`config.mk`:
```
export PLATFORM = sky130hd
export DESIGN_NAME = row_fetch_ctrl
export DESIGN_NICKNAME = d
export VERILOG_FILES = /design/src/rtl/cnn_pkg.sv /design/src/rtl/rom_lat_pipe.sv /design/src/rtl/row_fetch_ctrl.sv
export SDC_FILE = /design/constraint.sdc
export NUM_CORES = 1
export LEC_CHECK = 0
export BUFFER_PORTS_ARGS = -buffer_cell sky130_fd_sc_hd__clkbuf_2
export CAP_MARGIN = 0
export CORE_MARGIN = 2
export CORE_UTILIZATION = 55
export CTS_CLUSTER_DIAMETER = 80
export DETAILED_ROUTE_END_ITERATION = 16
export GPL_TIMING_DRIVEN = 0
export PLACE_DENSITY_LB_ADDON = 0.15
export SYNTH_ARGS = -nofsm -noshare
export SYNTH_HDL_FRONTEND = slang
export SYNTH_SLANG_ARGS = --single-unit
```
`constraint.sdc`:
```
create_clock -name clk -period 1.8 [get_ports clk]
set_input_delay 0.09 -clock clk [delete_from_list [all_inputs] [get_ports clk]]
set_output_delay 0.09 -clock clk [all_outputs]
set_load 0.05 [all_outputs]
```
`src/rtl/cnn_pkg.sv`:
```
// Shared constants and types for the image row fetch path: image geometry,
// sample bank count, ROM address width and the row fetch FSM encoding.
package cnn_pkg;

    localparam int IM_SIZE     = 28;
    localparam int NUM_SAMPLES = 10;
    localparam int ADDR_W      = 10;
    localparam int SAMPLE_W    = 4;
    localparam int ROW_W       = 5;
    localparam int COL_W       = $clog2(IM_SIZE);
    localparam int ROM_LAT_DEF = 1;

    typedef enum logic [1:0] {
        ST_IDLE    = 2'd0,
        ST_FETCH   = 2'd1,
        ST_DRAIN   = 2'd2,
        ST_PRESENT = 2'd3
    } state_e;

    // Next sample bank, wrapping after the last stored sample.
    function automatic logic [SAMPLE_W-1:0] sample_inc(input logic [SAMPLE_W-1:0] s);
        if (s == SAMPLE_W'(NUM_SAMPLES - 1)) begin
            return '0;
        end
        return s + SAMPLE_W'(1);
    endfunction

endpackage

```
`src/rtl/rom_lat_pipe.sv`:
```
// Fixed-depth 1-bit delay line matching the ROM read latency, so the
// datapath shift strobe lines up with the data returned for each read.
module rom_lat_pipe #(
    parameter int LAT = 1
) (
    input  logic clk,
    input  logic rst,
    input  logic d_i,
    output logic q_o
);

    logic [LAT-1:0] pipe_q;

    generate
        if (LAT == 1) begin : g_single
            // Single-stage delay.
            always_ff @(posedge clk or negedge rst) begin
                if (!rst) begin
                    pipe_q <= '0;
                end else begin
                    pipe_q <= d_i;
                end
            end
        end else begin : g_multi
            // Multi-stage shift toward the output bit.
            always_ff @(posedge clk or negedge rst) begin
                if (!rst) begin
                    pipe_q <= '0;
                end else begin
                    pipe_q <= {pipe_q[LAT-2:0], d_i};
                end
            end
        end
    endgenerate

    assign q_o = pipe_q[LAT-1];

endmodule

```
`src/rtl/row_fetch_ctrl.sv`:
```
// Row fetch controller: walks one IM_SIZE x IM_SIZE image out of the sample
// ROM a row at a time, drives the row shift datapath and hands each full row
// to the convolution engine over a valid/ready handshake. Also owns the
// sample bank selection, deferring sample changes requested mid-image.
// Optional build macro: ROW_FETCH_PERF_EN adds stall_cnt_o, a saturating
// count of PRESENT cycles in which the consumer was not ready.
module row_fetch_ctrl
    import cnn_pkg::*;
#(
    parameter int ROM_LAT = ROM_LAT_DEF
) (
    input  logic                clk,
    input  logic                rst,
    input  logic                start_i,
    input  logic                next_sample_i,
    input  logic                row_ready_i,
    output logic                rom_en_o,
    output logic [ADDR_W-1:0]   rom_addr_o,
    output logic                shift_en_o,
    output logic [SAMPLE_W-1:0] sample_sel_o,
    output logic [ROW_W-1:0]    row_idx_o,
    output logic                row_valid_o,
    output logic                busy_o,
    output logic                done_o
`ifdef ROW_FETCH_PERF_EN
    ,
    output logic [15:0]         stall_cnt_o
`endif
);

    localparam logic [COL_W-1:0] COL_LAST = COL_W'(IM_SIZE - 1);
    localparam logic [ROW_W-1:0] ROW_LAST = ROW_W'(IM_SIZE - 1);

    state_e              state_q, state_d;
    logic [COL_W-1:0]    col_q, col_d;
    logic [COL_W-1:0]    shift_cnt_q, shift_cnt_d;
    logic [ADDR_W-1:0]   addr_q, addr_d;
    logic [ROW_W-1:0]    row_q, row_d;
    logic [SAMPLE_W-1:0] sample_q, sample_d;
    logic                pending_q, pending_d;
    logic                done_q, done_d;

    logic                rom_en;
    logic                shift_en;
    logic                row_accept;
    logic                last_row;
    logic                start_ok;

    assign start_ok   = (state_q == ST_IDLE) && start_i;
    assign row_accept = (state_q == ST_PRESENT) && row_ready_i;
    assign last_row   = (row_q == ROW_LAST);

    // Align the shift strobe with ROM read data.
    rom_lat_pipe #(
        .LAT (ROM_LAT)
    ) u_lat_pipe (
        .clk (clk),
        .rst (rst),
        .d_i (rom_en),
        .q_o (shift_en)
    );

    // FSM next state and state-decoded strobes.
    always_comb begin
        state_d     = state_q;
        rom_en      = 1'b0;
        row_valid_o = 1'b0;
        busy_o      = (state_q != ST_IDLE);
        unique case (state_q)
            ST_IDLE: begin
                if (start_i) begin
                    state_d = ST_FETCH;
                end
            end
            ST_FETCH: begin
                rom_en = 1'b1;
                if (col_q == COL_LAST) begin
                    state_d = ST_DRAIN;
                end
            end
            ST_DRAIN: begin
                // Wait for the last in-flight ROM word to be shifted in.
                if (shift_en && (shift_cnt_q == COL_LAST)) begin
                    state_d = ST_PRESENT;
                end
            end
            ST_PRESENT: begin
                row_valid_o = 1'b1;
                if (row_ready_i) begin
                    state_d = last_row ? ST_IDLE : ST_FETCH;
                end
            end
            default: begin
                state_d = ST_IDLE;
            end
        endcase
    end

    // Column, shift, address, row, sample and done next-state logic.
    always_comb begin
        col_d       = col_q;
        shift_cnt_d = shift_cnt_q;
        addr_d      = addr_q;
        row_d       = row_q;
        sample_d    = sample_q;
        pending_d   = pending_q;
        done_d      = 1'b0;

        if (state_q == ST_FETCH) begin
            addr_d = addr_q + ADDR_W'(1);
            col_d  = (col_q == COL_LAST) ? '0 : col_q + COL_W'(1);
        end

        if (shift_en) begin
            shift_cnt_d = (shift_cnt_q == COL_LAST) ? '0 : shift_cnt_q + COL_W'(1);
        end

        if (start_ok) begin
            row_d       = '0;
            addr_d      = '0;
            col_d       = '0;
            shift_cnt_d = '0;
        end

        if (row_accept) begin
            if (last_row) begin
                addr_d = '0;
                done_d = 1'b1;
            end else begin
                row_d = row_q + ROW_W'(1);
            end
        end

        // A sample change requested while busy is held and applied in IDLE;
        // in IDLE it takes effect before a same-cycle start begins fetching.
        if (state_q == ST_IDLE) begin
            if (next_sample_i || pending_q) begin
                sample_d = sample_inc(sample_q);
            end
            pending_d = 1'b0;
        end else if (next_sample_i) begin
            pending_d = 1'b1;
        end
    end

    // State and control registers.
    always_ff @(posedge clk or negedge rst) begin
        if (!rst) begin
            state_q     <= ST_IDLE;
            col_q       <= '0;
            shift_cnt_q <= '0;
            addr_q      <= '0;
            row_q       <= '0;
            sample_q    <= '0;
            pending_q   <= 1'b0;
            done_q      <= 1'b0;
        end else begin
            state_q     <= state_d;
            col_q       <= col_d;
            shift_cnt_q <= shift_cnt_d;
            addr_q      <= addr_d;
            row_q       <= row_d;
            sample_q    <= sample_d;
            pending_q   <= pending_d;
            done_q      <= done_d;
        end
    end

    assign rom_en_o     = rom_en;
    assign rom_addr_o   = addr_q;
    assign shift_en_o   = shift_en;
    assign sample_sel_o = sample_q;
    assign row_idx_o    = row_q;
    assign done_o       = done_q;

`ifdef ROW_FETCH_PERF_EN
    logic [15:0] stall_q, stall_d;

    // Consumer back-pressure counter, restarted with each image.
    always_comb begin
        stall_d = stall_q;
        if (start_ok) begin
            stall_d = '0;
        end else if ((state_q == ST_PRESENT) && !row_ready_i && (stall_q != 16'hFFFF)) begin
            stall_d = stall_q + 16'd1;
        end
    end

    // Stall counter register.
    always_ff @(posedge clk or negedge rst) begin
        if (!rst) begin
            stall_q <= '0;
        end else begin
            stall_q <= stall_d;
        end
    end

    assign stall_cnt_o = stall_q;
`endif

endmodule
```
==> qor.yml <==
worstSetupEndpointType: "flop"
fin_tns_setup_ns: 0
root_buffer: "clkbuf_4"
syn_area_per_cell_um2: 10.31
use_met3_pct: 6.610
dominantRegCellSynth: "dfrtp_1"
tritoncts: "yes"
core.rowCount: 20
crit_slowest_cell: "dfrtp_1"
area_growth_pct: 14.63
die_h_um: 60.46
dp.cells: 242
fillers: 254
drcViolationCount: 0
multiInputGateArea_um2: 873.3
place_congestion: 0.8289
io-pin-count: 29
clkSinkCount: 34
finalWirelength_um: 3323
worst_ir_drop_vdd_mv: 1.090
insertion_delay_ns: 0.34
syn_inst: 170
setup_viol: 0
slew_viol_final: 0
use_met1_pct: 26.37
drt-initial-drc-count: 94
fp.coreArea_mm2: 0.003053
finalCritPeriodShare_pct: 93.60
hold_depth: 3
worst_pin_slew_ns: 0.8288
wl_per_cell_um: 13.29
max_clock_freq_mhz: 593.6
required_ns: 2.01
synth_cell_types: 38
nets: 220
drt_first_pass_iters: 4
maxCapViolCount: 0
ys_seq_area_share_pct: 48.54
grt_pass1_wl_um: 5961
slew_headroom_pct: 44.75
grt_max_degree: 35
max_stage_delay_ns: 0.43
critical_path_class: "reg -> reg"
pwr_density_cell_mw_per_mm2: 1692
synth-seq-cells: 34
antenna_found_initial: 0
crit_cells: 6
grt_use_total_pct: 21.99
vias: 1406
post_cts_buffers: 0
stdcell_count: 250
hpwl_um: 2413
critPathTopFamily: "simple AND/OR/NAND/NOR gates"
arrival_ns: 1.90
cp_num_buf_inv: 1
clock_skew_ns: 0.01340
die_x_um: 60.46
avgViaCountPerCell: 5.624
die_area_mm2: 0.003655
rsz0062_at_grt: "true"
start_util_pct: 57.42
synth_nets: 184
total_power_mw: 3.401
netlist.area_leader.share_pct: 48.54
cp-start-kind: "flop"
min_path_type: "in -> reg"
place_ws_ns: 0.1306
synth_area_mm2: 0.001753
drive_above_1_share_pct: 24.27
final_util_pct: 65.82
io_buffers: 28
grt_busiest_layer: "met2"
clockBufferDepth: 2
hold_viol_final: 0
crit_path_max_fanout: 7
cts_buffers: 5
path_cells: "inv_1 > ha_2 > nand4_4 > nor4_4 > xnor2_1 > nor2_2"
cts_htree_levels: 2
yosys.area.top_type: "dfrtp_1"
grt-ovfl-total: 0
p_leak_nw: 0.9511
synth_warnings: 0
fin_ws_ns: 0.1152
antenna_cells: 0
async_flop_share_pct: 100.0
synth_area_leaders: "dfrtp_1 49%, ha_1 6.4%, nand2_1 4.7%, nor2_1 4.3%, xnor2_1 2.5%"
grt_pass1_vias: 1373
period_minus_slack_ns: 1.685
cts.clk_slew.worst_paths_ns: 0.11
synth-edff-count: 0
antenna_left: 0
status: "complete, no violations"
grt_use_met2_pct: 37.11
r2r_cells: 6
regArea_um2: 850.8
==> power by group <==
part           leakage [nW]  switching, mW  internal (mW)
sequential            0.446          0.285          0.996
clock                0.0308          0.245          0.140
combinational         0.474           1.18          0.557
==> layer usage <==
| layer | vias up | wire length [um] |
|---|---|---|
| li1 | 677 | - |
| met1 | 675 | 1402 |
| met2 | 48 | 1687 |
| met3 | 6 | 191 |
| met4 | 0 | 42 |
| met5 | - | 0 |
==> stage by stage <==
| stage | hold slack (ns) | area [um2] |
|---|---|---|
| 2_1_floorplan | -0.2056 | 1755 |
| 3_3_place_gp | 0.2177 | 1951 |
| 3_5_place_dp | 0.2283 | 1951 |
| 4_1_cts | 0.01099 | 2008 |
| 5_1_grt | 0.02453 | 2009 |
| 6_report | 0.01982 | 2009 |
==> cells by family after synthesis <==
kind of cell               synth area share (%)
muxes                                     4.425
xor gates and xnor gates                  4.496
AOI/OAI and AO/OA                         11.56
DFF                                       48.54
and+or+nand+nor                           22.77
buffers and inverters                     1.784
adders and majority gates                 6.424
==> cell type report <==
type / count / area share, %
multi-input cells: 129 / 43.46
clock inverters: 2 / 0.4981
flip-flops and latches: 34 / 42.34
clock buffers: 5 / 1.868
plain buffers: 3 / 0.8717
well taps: 44 / 2.740
inverters: 4 / 0.7472
repair buffers: 29 / 7.472
==> cells in the final DEF, fill, tap and decap left out, drive strengths merged, types with 3 or more instances in the layout <==
cell     n
dfrtp   34
clkbuf  34
nand2   23
nor2    21
o21ai    9
ha       9
a21oi    7
nand3    6
xnor2    5
nor3b    5
inv      4
nand4b   4
xor2     4
mux2i    4
nand4    4
nor3     3
a41oi    3
a311oi   3
and2     3
mux2     3
==> cells in the mapped netlist (3+ instances only) <==
master,n
dfrtp_1,34
nand3_1,6
nor3_1,3
nor3b_1,5
mux2i_1,4
ha_1,9
inv_1,4
nand4_1,3
nand4b_1,4
xnor2_1,5
a41oi_1,3
a311oi_1,3
o21ai_0,8
nor2_1,20
xor2_1,4
nand2_1,22
a21oi_1,7
==> sequential cells by signal, indices dropped and copies added (netlist names) <==
register	count
state_q	2
col_q	5
u_lat_pipe.q_o	1
pending_q	1
shift_cnt_q	5
rom_addr_o	10
done_o	1
sample_sel_o	4
row_idx_o	5
==> tightest hold or removal path, stage by stage <==
cell and delay [ns]:
clkbuf_2 0.10, nor2_1 0.05, nor2_1 0.08
==> path summary, 6_finish.rpt <==
check                                     start         endpoint  slack, ns
worst min register to register  sample_sel_o[0]  sample_sel_o[0]       0.51
max in group asynchronous                   rst    rom_addr_o[1]       0.90
min in group asynchronous                   rst   shift_cnt_q[4]       0.37
worst max-delay path                 state_q[1]    rom_addr_o[9]       0.12
worst max register to register       state_q[1]    rom_addr_o[9]       0.12
worst min-delay path              next_sample_i        pending_q       0.02
==> what timing repair did <==
action                                  4_1_cts  5_1_grt
resized for setup                             0        2
hold buffers                                  1        0
endpoints found under the setup margin        0       17
hold endpoints to repair                     34        0
No activity file was read; power rests on OpenSTA's default activity.
